File: src/rtl/div_seq_pkg.sv
// div_seq_pkg: shared state encoding and counter sizing for the sequential divider.
package div_seq_pkg;
  typedef enum logic [1:0] {IDLE, CALC, FIX, DONE} state_e;
  localparam int DEFAULT_BITWIDTH = 32;
  function automatic int cnt_width(input int bw);
    return $clog2(bw) + 1;
  endfunction
  localparam int CNT_W = cnt_width(DEFAULT_BITWIDTH);
endpackage

File: src/rtl/div_seq_addsuber.sv
// addsuber: W-bit adder/subtractor; carry_flag_o is carry-out on add and borrow on subtract.
module addsuber #(
  parameter int W = 33
) (
  input  logic [W-1:0] a_i,
  input  logic [W-1:0] b_i,
  input  logic         sub_i,
  output logic [W-1:0] y_o,
  output logic         carry_flag_o
);
  logic [W:0] sum;
  assign sum = {1'b0, a_i} + {1'b0, sub_i ? ~b_i : b_i} + {{W{1'b0}}, sub_i};
  assign y_o = sum[W-1:0];
  assign carry_flag_o = sub_i ? ~sum[W] : sum[W];
endmodule

File: src/rtl/div_seq.sv
// div_seq: multi-cycle restoring divider (signed/unsigned, quotient/remainder) with valid/ready handshakes.
module div_seq
  import div_seq_pkg::*;
#(
  parameter int BITWIDTH = 32
) (
  input  logic                clk,
  input  logic                rst,
  input  logic                in_valid,
  output logic                in_ready,
  input  logic [BITWIDTH-1:0] dividend,
  input  logic [BITWIDTH-1:0] divisor,
  input  logic                is_signed,
  input  logic                want_rem,
  output logic                out_valid,
  input  logic                out_ready,
  output logic [BITWIDTH-1:0] result
);
  localparam int W = BITWIDTH;
  localparam int CW = cnt_width(W);
  state_e state_q;
  logic [CW-1:0] cnt_q;
  logic [W-1:0] dvd_q, dvs_q, quo_q, rem_q, result_q;
  logic sgn_q, rem_sel_q, qneg_q, rneg_q, in_ready_q, out_valid_q;
  logic [W:0] shifted_d, as_a, as_b, as_y;
  logic [W-1:0] fix_val_d;
  logic as_carry, fix_neg_d, dd_neg, ds_neg, ovf_d, unused_msb;
  always_comb begin
    shifted_d = {rem_q, dvd_q[W-1]};
    fix_val_d = rem_sel_q ? rem_q : quo_q;
    fix_neg_d = sgn_q & (rem_sel_q ? rneg_q : qneg_q);
    as_a = state_q == FIX ? '0 : shifted_d;
    as_b = {1'b0, state_q == FIX ? fix_val_d : dvs_q};
    dd_neg = is_signed & dividend[W-1];
    ds_neg = is_signed & divisor[W-1];
    ovf_d = is_signed & (dividend == {1'b1, {(W-1){1'b0}}}) & (&divisor);
  end
  // one unit serves both the trial subtraction and the final 0 - x negation
  addsuber #(.W(W + 1)) u_addsuber (
    .a_i(as_a), .b_i(as_b), .sub_i(1'b1), .y_o(as_y), .carry_flag_o(as_carry)
  );
  assign unused_msb = as_y[W];
  always_ff @(posedge clk or posedge rst) begin
    if (rst) begin
      state_q <= IDLE;
      cnt_q <= '0;
      dvd_q <= '0;
      dvs_q <= '0;
      quo_q <= '0;
      rem_q <= '0;
      result_q <= '0;
      sgn_q <= 1'b0;
      rem_sel_q <= 1'b0;
      qneg_q <= 1'b0;
      rneg_q <= 1'b0;
      in_ready_q <= 1'b1;
      out_valid_q <= 1'b0;
    end else begin
      case (state_q)
        IDLE: if (in_valid && in_ready_q) begin
          sgn_q <= is_signed;
          rem_sel_q <= want_rem;
          qneg_q <= dividend[W-1] ^ divisor[W-1];
          rneg_q <= dividend[W-1];
          dvd_q <= dd_neg ? -dividend : dividend;
          dvs_q <= ds_neg ? -divisor : divisor;
          cnt_q <= CW'(W);
          quo_q <= '0;
          rem_q <= '0;
          in_ready_q <= 1'b0;
          if (divisor == '0 || ovf_d) begin
            state_q <= DONE;
            out_valid_q <= 1'b1;
            result_q <= divisor == '0 ? (want_rem ? dividend : '1) : (want_rem ? '0 : dividend);
          end else begin
            state_q <= CALC;
          end
        end
        CALC: begin
          rem_q <= as_carry ? shifted_d[W-1:0] : as_y[W-1:0];
          quo_q <= {quo_q[W-2:0], ~as_carry};
          dvd_q <= dvd_q << 1;
          cnt_q <= cnt_q - 1'b1;
          state_q <= cnt_q == CW'(1) ? FIX : CALC;
        end
        FIX: begin
          result_q <= fix_neg_d ? as_y[W-1:0] : fix_val_d;
          out_valid_q <= 1'b1;
          state_q <= DONE;
        end
        DONE: if (out_ready) begin
          out_valid_q <= 1'b0;
          in_ready_q <= 1'b1;
          state_q <= IDLE;
        end
        default: state_q <= IDLE;
      endcase
    end
  end
  assign in_ready = in_ready_q;
  assign out_valid = out_valid_q;
  assign result = result_q;
endmodule

File: config.mk
export PLATFORM = sky130hd
export DESIGN_NAME = div_seq
export DESIGN_NICKNAME = d
export VERILOG_FILES = /design/src/rtl/div_seq_pkg.sv /design/src/rtl/div_seq_addsuber.sv /design/src/rtl/div_seq.sv
export SDC_FILE = /design/constraint.sdc
export NUM_CORES = 1
export LEC_CHECK = 0
export ABC_AREA = 1
export CAP_MARGIN = 15
export CORE_ASPECT_RATIO = 1.75
export CORE_MARGIN = 4
export CORE_UTILIZATION = 30
export CTS_CLUSTER_SIZE = 20
export DETAILED_ROUTE_END_ITERATION = 8
export PLACE_DENSITY_LB_ADDON = 0.08
export SYNTH_ARGS = -nofsm -noshare
export SYNTH_HDL_FRONTEND = slang
export SYNTH_SLANG_ARGS = --single-unit
File: constraint.sdc
create_clock -name clk -period 6.6 [get_ports clk]
set_input_delay 1.98 -clock clk [delete_from_list [all_inputs] [get_ports clk]]
set_output_delay 1.98 -clock clk [all_outputs]
set_load 0.01 [all_outputs]
==> reports/metrics.csv, run 1 <==
metric,value,unit
status,"complete, no violations",
clkLatencyLatePin,0.46,ns
holdWs,0.482,ns
slew_headroom,25.2,%
synth_warnings,0,
grt_usage,21.5,%
first_pass_iters,7,
area_delta_synth_final,16.1,%
grt_max_degree,96,
synthesis.nets,2150,
ys.flop_type,dfrtp_1,
required,6.99,ns
top_level_ports,104,
nets,2204,
drv_slew,0,
synth.avg_cell_area,6.45,sq um
synthTopCellsByCount,"nand2_1 (710), inv_1 (276), dfrtp_1 (173), nor2_1 (165), o21ai_0 (134)",
drive_gt1_share,3.75,%
totalWireLength,51500,um
synthTopCellsByArea,"dfrtp_1 (33%), nand2_1 (20%), inv_1 (7.9%), o21ai_0 (5.1%), nand3_1 (4.8%)",
leakage,7.44,nW
synthCells,2042,
overflow,0,
vias,13100,
hold_viol,0,
grt_pass1_vias,13500,
yosys.area.top_type,dfrtp_1,
ant_nets,0,
post-route-period-util,68.3,%
final.setup.tns,0,ns
hold_buffers,0,
cts_buffers,17,
grt_pass1_wl,79600,um
cts_tree,yes,
chipHeight,285,um
clk_pin_slew,0.07,ns
drc,0,
dp_cells,2643,
routedWlPerCell,19.2,um
die_x,166,um
postCtsSetupBuffers,0,
critPathCaptureType,flop,
die-area,0.0474,sq mm
vdd_ir_drop_max,347,uV
async_flop_share,100,%
via_per_inst,4.91,
hpwl,39900,um
fin_skew,0.0137,ns
synth-seq-area-share,33.1,%
max_freq,222,MHz
core,0.0433,sq mm
fin_cells,2676,
critical_path_class,input pin to flop,
period_needed,4.51,ns
cts_max_path_buffers,2,
synth.distinct_cells,43,
antenna_found_initial,0,
synth_edf_count,0,
port-buffer-count,103,
yosysMostFrequentCell,nand2_1,
syn_area,0.0132,sq mm
cp-start-kind,input pin,
power.density,568,mW/mm^2
cp_max_fo,34,
htree_levels,4,
fin_util,35.3,%
setup_viol_count_final,0,
cts_resized,0,
synth_top_area_share,32.9,%
arrival,4.89,ns
rsz0062_at_grt,no,
maxCapViolCount,0,
start_util,30.4,%
hold_path.class,flop to flop,
place.gp.congestion,0.878,
drt_iter0_markers,786,
root_buffer,clkbuf_16,
num_rows,101,
synth_seq_cells,174,
worstMarginPinSlew,1.12,ns
cts.sinks,174,
[worst paths after layout]
path,start,to,slack (ns),cells past startpoint
min in group asynchronous,rst,rem_q[25],1.79,2
max in group asynchronous,rst,rem_sel_q,3.69,3
hold / removal,cnt_q[5],cnt_q[5],0.48,1
setup / recovery,divisor[0],result[12],2.09,15
setup reg to reg,state_q[1],rem_q[3],2.34,16
hold reg to reg,cnt_q[5],cnt_q[5],0.48,1
[stage by stage]
stage | total power, mW | area [sq um] | setup slack [ns]
2_1_floorplan | 5.83 | 13200 | 2.40
3_3_place_gp | 7.66 | 14700 | 1.67
3_5_place_dp | 7.66 | 14700 | 1.57
4_1_cts | 8.75 | 15300 | 2.07
5_1_grt | 9.55 | 15300 | 1.84
6_report | 8.68 | 15300 | 2.09
[routing by layer]
metal | vias up | share of wire, % | routed length (um) | GRT usage [%]
met4 | 0 | 3.1 | 1610 | 7.19
met1 | 6202 | 41 | 21200 | 25.1
li1 | 6615 | - | - | -
met3 | 69 | 2.3 | 1170 | 2.14
met5 | - | 0 | 0 | 0
met2 | 243 | 53 | 27500 | 40.9
[sequential cells by signal, summed over array words and instances, names as in the netlist]
signal / flops
dvd_q: 32
dvs_q: 32
qneg_q: 1
out_valid: 1
sgn_q: 1
cnt_q: 6
rem_sel_q: 1
in_ready: 1
rneg_q: 1
result: 32
quo_q: 32
state_q: 2
rem_q: 32
[cell usage in the layout (no fill, tap or decap), drive strengths merged, types with 37 or more instances in the layout]
master	instances
clkdlybuf4s50	103
xor2	39
dfrtp	173
o22ai	41
ha	37
nand3	129
nand2	711
nor2	172
a21oi	63
o21ai	141
inv	288
[power by group]
part / total, mW / internal, mW / switching (mW)
Combinational: 5.75 / 1.83 / 3.91
Clock: 1.04 / 0.543 / 0.499
Sequential: 1.89 / 1.55 / 0.346
Total: 8.68 / 3.92 / 4.76
[cell families after synthesis]
family | after synthesis | share of synthesized area (%)
muxes | 1 | 0.0761
DFF | 174 | 33.1
AOI/OAI and AO/OA | 302 | 13.1
adders and majority gates | 70 | 6.10
and+or+nand+nor | 1073 | 33.2
xor gates and xnor gates | 52 | 3.46
buffers and inverters | 370 | 11.0
[critical path: stages]
cell and delay [ns]:
clkdlybuf4s50_1 0.42, inv_1 0.12, ha_1 0.26, nand2_1 0.13, nor2_2 0.21, nand2_1 0.14
nor2_4 0.09, buf_4 0.34, inv_2 0.06, nand3_2 0.10, nand3_2 0.06, buf_4 0.26
inv_2 0.49, nand2_1 0.11, nand2_1 0.08
[final cells by class]
type | instances | area [sq um]
fillers | 4733 | 28100
multi-input cells | 1498 | 7380
inverters | 284 | 1070
clock inverters | 14 | 149
clock buffers | 18 | 439
flip-flops and latches | 174 | 4360
diodes | 1 | 2.50
repair buffers | 121 | 1180
well taps | 566 | 708
Power figures use the tool's default switching activity.
==> run 2, diff against run 1 <==
==> constraint.sdc (replaced) <==
create_clock -name clk -period 4 [get_ports clk]
set_input_delay 1.2 -clock clk [delete_from_list [all_inputs] [get_ports clk]]
set_output_delay 1.2 -clock clk [all_outputs]
set_load 0.01 [all_outputs]
==> reports/metrics.csv, run 2 (synthesis results as in run 1) <==
metric,value,unit,change
area_delta_synth_final,18.6,%,
setup_viol_count_final,0,,unchanged
top_level_ports,104,,unchanged
period_needed,3.44,ns,
cp_max_fo,34,,unchanged
cts_buffers,17,,unchanged
critical_path_class,flop to flop,,
routedWlPerCell,18.8,um,-2.1%
final_cell_mix,"nand2_1 (710), inv_1 (274), dfrtp_1 (172)",,
hpwl,40800,um,+2.4%
cp.depth,15,,unchanged
cts_resized,0,,unchanged
first_pass_iters,5,,-2
power.density,931,mW/mm^2,+64%
required,4.33,ns,-2.66 ns
rr_endpoint,rem_q[27],,
r2r_start,rem_sel_q,,
ant_nets,0,,unchanged
arrival,3.77,ns,-1.12 ns
met3_wirelength,1530,um,+32%
max_freq,291,MHz,
cts_max_path_buffers,2,,unchanged
crit_slowest_cell,dfrtp_2,,
worstMarginPinSlew,0.797,ns,-0.323 ns
chipHeight,285,um,unchanged
crit_path_max_incr_delay,0.73,ns,+0.24 ns
drt_iter0_markers,664,,-16%
wirelength_met1,20000,um,-5.8%
wl_met2,27700,um,+0.67%
hold_depth,1,,unchanged
hold_viol,0,,unchanged
path_cells,buf_4 > o21ai_0 > nand2_1 > o21ai_0 > ha_1 > nand2_1 > nor3_2 > nand2_1 > a21oi_1 > nor2_2 > nand2_4 > buf_12 > nand3_1 > o211ai_1 > nand2_1,,
num_rows,101,,unchanged
place.gp.congestion,0.866,,-1.4%
grt_max_degree,57,,-41%
crit_family,simple AND/OR/NAND/NOR gates,,
final.setup.tns,0,ns,unchanged
final_common_cell,nand2_1,,
rsz0062_at_grt,no,,
hold_buffers,0,,unchanged
leakage,7.62,nW,+2.5%
slew_headroom,46.7,%,+21 points
critPathCaptureType,flop,,
totalWireLength,50900,um,-1.1%
grt_pass1_wl,78100,um,-1.9%
vias,13100,,-0.030%
holdWs,0.471,ns,-0.0112 ns
fillerInstances,4720,,-0.27%
post-route-period-util,85.9,%,
cp_common_cell,nand2_1,,
drv_slew,0,,unchanged
cp-start-kind,flop,,
cts.sinks,174,,unchanged
drive_gt1_share,5.01,%,+1.3 points
clkLatencyLatePin,0.46,ns,about the same
htree_levels,4,,unchanged
overflow,0,,unchanged
vdd_ir_drop_max,401,uV,+16%
crit_start,rem_sel_q,,
status,"complete, no violations",,
clk_pin_slew,0.07,ns,about the same
dp_cells,2672,,+1.1%
cp_num_buf_inv,2,,-4
diodes,0,,-1
root_buffer,clkbuf_16,,
crit_end,rem_q[27],,
fin_skew,0.0193,ns,+0.00562 ns
rr_worst_depth,15,,-1
grt_usage,21.2,%,-0.28 points
start_util,30.4,%,unchanged
maxCapViolCount,0,,unchanged
grt_pass1_vias,13400,,-0.68%
fin_cells,2703,,+1.0%
r2r_slack,0.56,ns,-1.78 ns
core,0.0433,sq mm,unchanged
antenna_found_initial,0,,unchanged
via_per_inst,4.86,,-1.0%
nets,2233,,+1.3%
postCtsSetupBuffers,0,,unchanged
hold_path.class,flop to flop,,
die-area,0.0474,sq mm,unchanged
cts_tree,yes,,
port-buffer-count,103,,unchanged
drc,0,,unchanged
routed.top_layer,met4,,
die_x,166,um,unchanged
==> run 2: changes by cell type in the layout (fill, tap and decap cells not counted), moves of 2 or more <==
| cell | before | now |
|---|---|---|
| buf_12 | 1 | 8 |
| buf_4 | 17 | 39 |
| inv_6 | 5 | 3 |
| bufinv_16 | 1 | 3 |
| clkinvlp_4 | 5 | 3 |
==> run 2: how the worst min path moves through the flow <==
| stage | startpoint | to | slack (ns) |
|---|---|---|---|
| floorplan | cnt_q[5] | cnt_q[5] | 0.44 |
| global placement | cnt_q[5] | cnt_q[5] | 0.47 |
| detailed placement | cnt_q[5] | cnt_q[5] | 0.47 |
| CTS | cnt_q[5] | cnt_q[5] | 0.47 |
| global route | rem_q[31] | rem_q[31] | 0.50 |
| finish | cnt_q[5] | cnt_q[5] | 0.47 |
==> run 2: area by class of cell <==
type,instances,area [sq um],share of cell area [%]
well taps,566,708,4.54
inverters,284,1070,6.87
flip-flops and latches,174,4360,27.9
clock buffers,18,439,2.81
clock inverters,13,180,1.15
repair buffers,150,1480,9.50
multi-input cells,1498,7370,47.2
==> run 2: metal layers <==
metal | vias to the layer above | GRT usage, %
met1 | 6122 | 23.2
li1 | 6685 | -
met4 | 0 | 7.80
met5 | - | 0
met3 | 67 | 2.58
met2 | 251 | 41.4
==> run 2: power by group <==
part | internal [mW] | total, mW | switching (mW)
clock | 1.01 | 1.81 | 0.796
combinational | 3.19 | 9.57 | 6.38
sequential | 2.56 | 3.15 | 0.594
==> run 2: per-stage QoR <==
| step | utilization [%] | power, mW | worst slack [ns] | instance area [sq um] |
|---|---|---|---|---|
| final | 36.0 | 14.5 | 0.563 | 15600 |
| after global placement | 34.6 | 12.8 | 0.383 | 15000 |
| after CTS | 36.0 | 14.7 | 0.499 | 15600 |
| after detailed placement | 34.6 | 12.8 | 0.348 | 15000 |
| after floorplan | - | 9.61 | 0.576 | 13200 |
| after global routing | 36.0 | 16.0 | 0.201 | 15600 |
==> run 3, diff against run 2 <==
--- a/config.mk
+++ b/config.mk
@@ -5,10 +5,8 @@
 export SDC_FILE = /design/constraint.sdc
 export NUM_CORES = 1
 export LEC_CHECK = 0
-export ABC_AREA = 1
 export CAP_MARGIN = 15
 export CORE_ASPECT_RATIO = 1.75
-export CORE_MARGIN = 4
 export CORE_UTILIZATION = 30
 export CTS_CLUSTER_SIZE = 20
 export DETAILED_ROUTE_END_ITERATION = 8
==> reports/metrics.csv, run 3 <==
metric,value,unit,change
area_delta_synth_final,27.8,%,
multi_input_area,0.00694,sq mm,-5.9%
rsz0062_at_grt,no,,
hold_path.class,flop to flop,,
p_sw,6.85,mW,-12%
p_int,7.45,mW,+10%
vias,11400,,-13%
synthTopCellsByArea,"dfrtp_1 (37%), nand2_1 (7.5%), o21ai_0 (7.1%), nand3_1 (5.9%), ha_1 (4.0%)",,
synth_edf_count,0,,unchanged
synthTopCellsByCount,"nand2_1 (234), dfrtp_1 (173), o21ai_0 (166), nand3_1 (138), clkbuf_1 (87)",,
core,0.0384,sq mm,-11%
nets,1728,,-23%
crit_slowest_cell,fa_1,,
worstMarginPinSlew,1.04,ns,+0.241 ns
synth_warnings,0,,unchanged
ant_nets,0,,unchanged
path_cells,inv_1 > nor2_4 > buf_12 > a21oi_1 > ha_1 > fa_1 > nand2b_1 > a21oi_1 > o21bai_1 > a21oi_1 > buf_4 > o21ai_0 > xnor2_1 > o21ai_0 > buf_4 > nand3_1,,
period_needed,3.74,ns,+0.301 ns
syn_area,0.0117,sq mm,-11%
routedWlPerCell,21.1,um,+12%
via_per_inst,5.39,,+11%
crit_path_max_incr_delay,0.40,ns,-0.33 ns
overflow,0,,unchanged
seq_area,0.00436,sq mm,unchanged
antenna_found_initial,0,,unchanged
required,4.34,ns,about the same
synth.distinct_cells,65,,+51%
switching_share,47.9,%,-5.6 points
grt_usage,23.0,%,+1.8 points
slew_headroom,30.8,%,-16 points
hold_viol,0,,unchanged
grt_pass1_wl,68400,um,-12%
async_flop_share,100,%,unchanged
grt_pass1_vias,11500,,-14%
cts.sinks,174,,unchanged
holdWs,0.482,ns,+0.0114 ns
fillerInstances,4050,,-14%
ys.flop_type,dfrtp_1,,
p_clk_share,12.2,%,-0.3 points
totalWireLength,44600,um,-12%
vdd_ir_drop_max,440,uV,+9.7%
leakage,6.41,nW,-16%
htree_levels,4,,unchanged
drt_iter0_markers,611,,-8.0%
hpwl,34500,um,-15%
synth-seq-area-share,37.2,%,+4.1 points
cp_max_fo,20,,-41%
finalPower,14.3,mW,-1.6%
clk_pin_slew,0.08,ns,about the same
yosysMostFrequentCell,nand2_1,,
num_rows,95,,-5.9%
clkLatencyLatePin,0.46,ns,about the same
arrival,4.08,ns,+0.31 ns
setup_viol_count_final,0,,unchanged
critical_path_class,flop to flop,,
cts_buffers,17,,unchanged
first_pass_iters,5,,unchanged
root_buffer,clkbuf_16,,
status,"complete, no violations",,
grt_max_degree,122,,+110%
synth_seq_cells,174,,unchanged
drive_gt1_share,12.8,%,+7.8 points
cts_max_path_buffers,2,,unchanged
synthesis.nets,1557,,-28%
cp_common_cell,a21oi_1,,
cp-start-kind,flop,,
synthCells,1449,,-29%
port-buffer-count,103,,unchanged
place.gp.congestion,0.930,,+7.4%
power.density,956,mW/mm^2,+2.8%
p_seq_share,23.1,%,+1.4 points
comb_power_share,64.7,%,-1.2 points
diodes,0,,unchanged
fin_skew,0.0142,ns,-0.00505 ns
die-area,0.0398,sq mm,-16%
synth_top_area_share,37.0,%,+4.1 points
yosys.area.top_type,dfrtp_1,,
die_x,151,um,-9.1%
cts_tree,yes,,
final_cell_mix,"nand2_1 (233), dfrtp_1 (172), o21ai_0 (166)",,
fin_util,38.9,%,+2.9 points
drv_slew,0,,unchanged
chipHeight,263,um,-7.7%
drc,0,,unchanged
final_common_cell,nand2_1,,
start_util,30.5,%,+0.10 points
critPathCaptureType,flop,,
postCtsSetupBuffers,0,,unchanged
synth.avg_cell_area,8.07,sq um,+25%
post-route-period-util,93.5,%,+7.5 points
maxCapViolCount,0,,unchanged
top_level_ports,104,,unchanged
max_freq,267,MHz,-8.1%
-- run 3: cell types whose count changed after synthesis, sizes merged, moves of 36 or more --
cell   previous run  this run
xnor2            13        50
nand2           711       234
inv             282        20
o22ai            41         2
nor2            172        75
mux2i             1        37
-- run 3: area by class of cell --
cell class,count,area share (%)
Multi-Input combinational cell,1154,46.4
Sequential cell,174,29.1
Timing Repair Buffer,253,15.9
Tap cell,485,4.06
Clock buffer,17,2.85
Clock inverter,15,1.18
Inverter,20,0.527
-- run 3: kinds of logic (layout without fill, tap and decap cells) --
group	after synthesis	count (layout)	share of synthesized area, %
AND/OR/NAND/NOR	594	594	24.1
AO/OA/AOI/OAI	397	397	20.8
flip-flops	174	174	37.2
buffers and inverters	121	305	3.98
XOR/XNOR	87	87	6.51
adder cells (fa/ha/maj)	38	38	4.13
multiplexers	38	38	3.26
-- run 3: worst max-delay path, delay by kind of cell, from the launching register on --
family,cells,cell delay [ns]
simple gates,3,0.52
buf+inv,4,0.61
compound gates,6,1.22
xor+xnor,1,0.23
fa+ha+maj,2,0.63
flops,1,0.38
-- run 3: per-layer routing --
metal / GRT usage, % / vias to the layer above / wire (um)
li1: - / 5542 / -
met1: 24.7 / 5575 / 16800
met2: 43.7 / 227 / 24600
met3: 2.55 / 62 / 1290
met4: 10.5 / 0 / 1910
met5: 0 / - / 0
-- run 3: power groups by stage --
stage / sequential (mW) / combinational (mW) / clock (mW)
final: 3.31 / 9.25 / 1.74
after global routing: 3.39 / 10.2 / 1.85
after CTS: 3.32 / 9.28 / 1.80
after detailed placement: 3.35 / 9.24 / 0
after global placement: 3.34 / 9.19 / 0
after floorplan: 3.05 / 5.60 / 0
-- run 3: per-stage QoR --
stage / setup TNS [ns] / cells / setup WS, ns / area (sq um)
3_5_place_dp: -0.213 / 2086 / -0.104 / 14300
3_3_place_gp: -0.0533 / 2086 / -0.0394 / 14300
4_1_cts: 0 / 2118 / 0.155 / 14900
2_1_floorplan: 0 / 1449 / 0.108 / 11700
5_1_grt: 0 / 2118 / 0.00810 / 15000
6_report: 0 / 2118 / 0.261 / 15000
-- run 3: final timing paths --
check,start,endpoint,slack [ns],cells past startpoint
min in group asynchronous,rst,cnt_q[1],1.17,2
max reg2reg,state_q[1],result[22],0.26,16
max in group asynchronous,rst,rem_q[4],2.14,3
min,cnt_q[5],cnt_q[5],0.48,1
min reg2reg,cnt_q[5],cnt_q[5],0.48,1
max,state_q[1],result[22],0.26,16
-- run 3: what timing repair did --
item | in CTS | in global routing
endpoints found under the hold margin | 0 | 0
hold buffers | 0 | 0
setup endpoints to repair | 0 | 2
gates resized for setup | 0 | 2
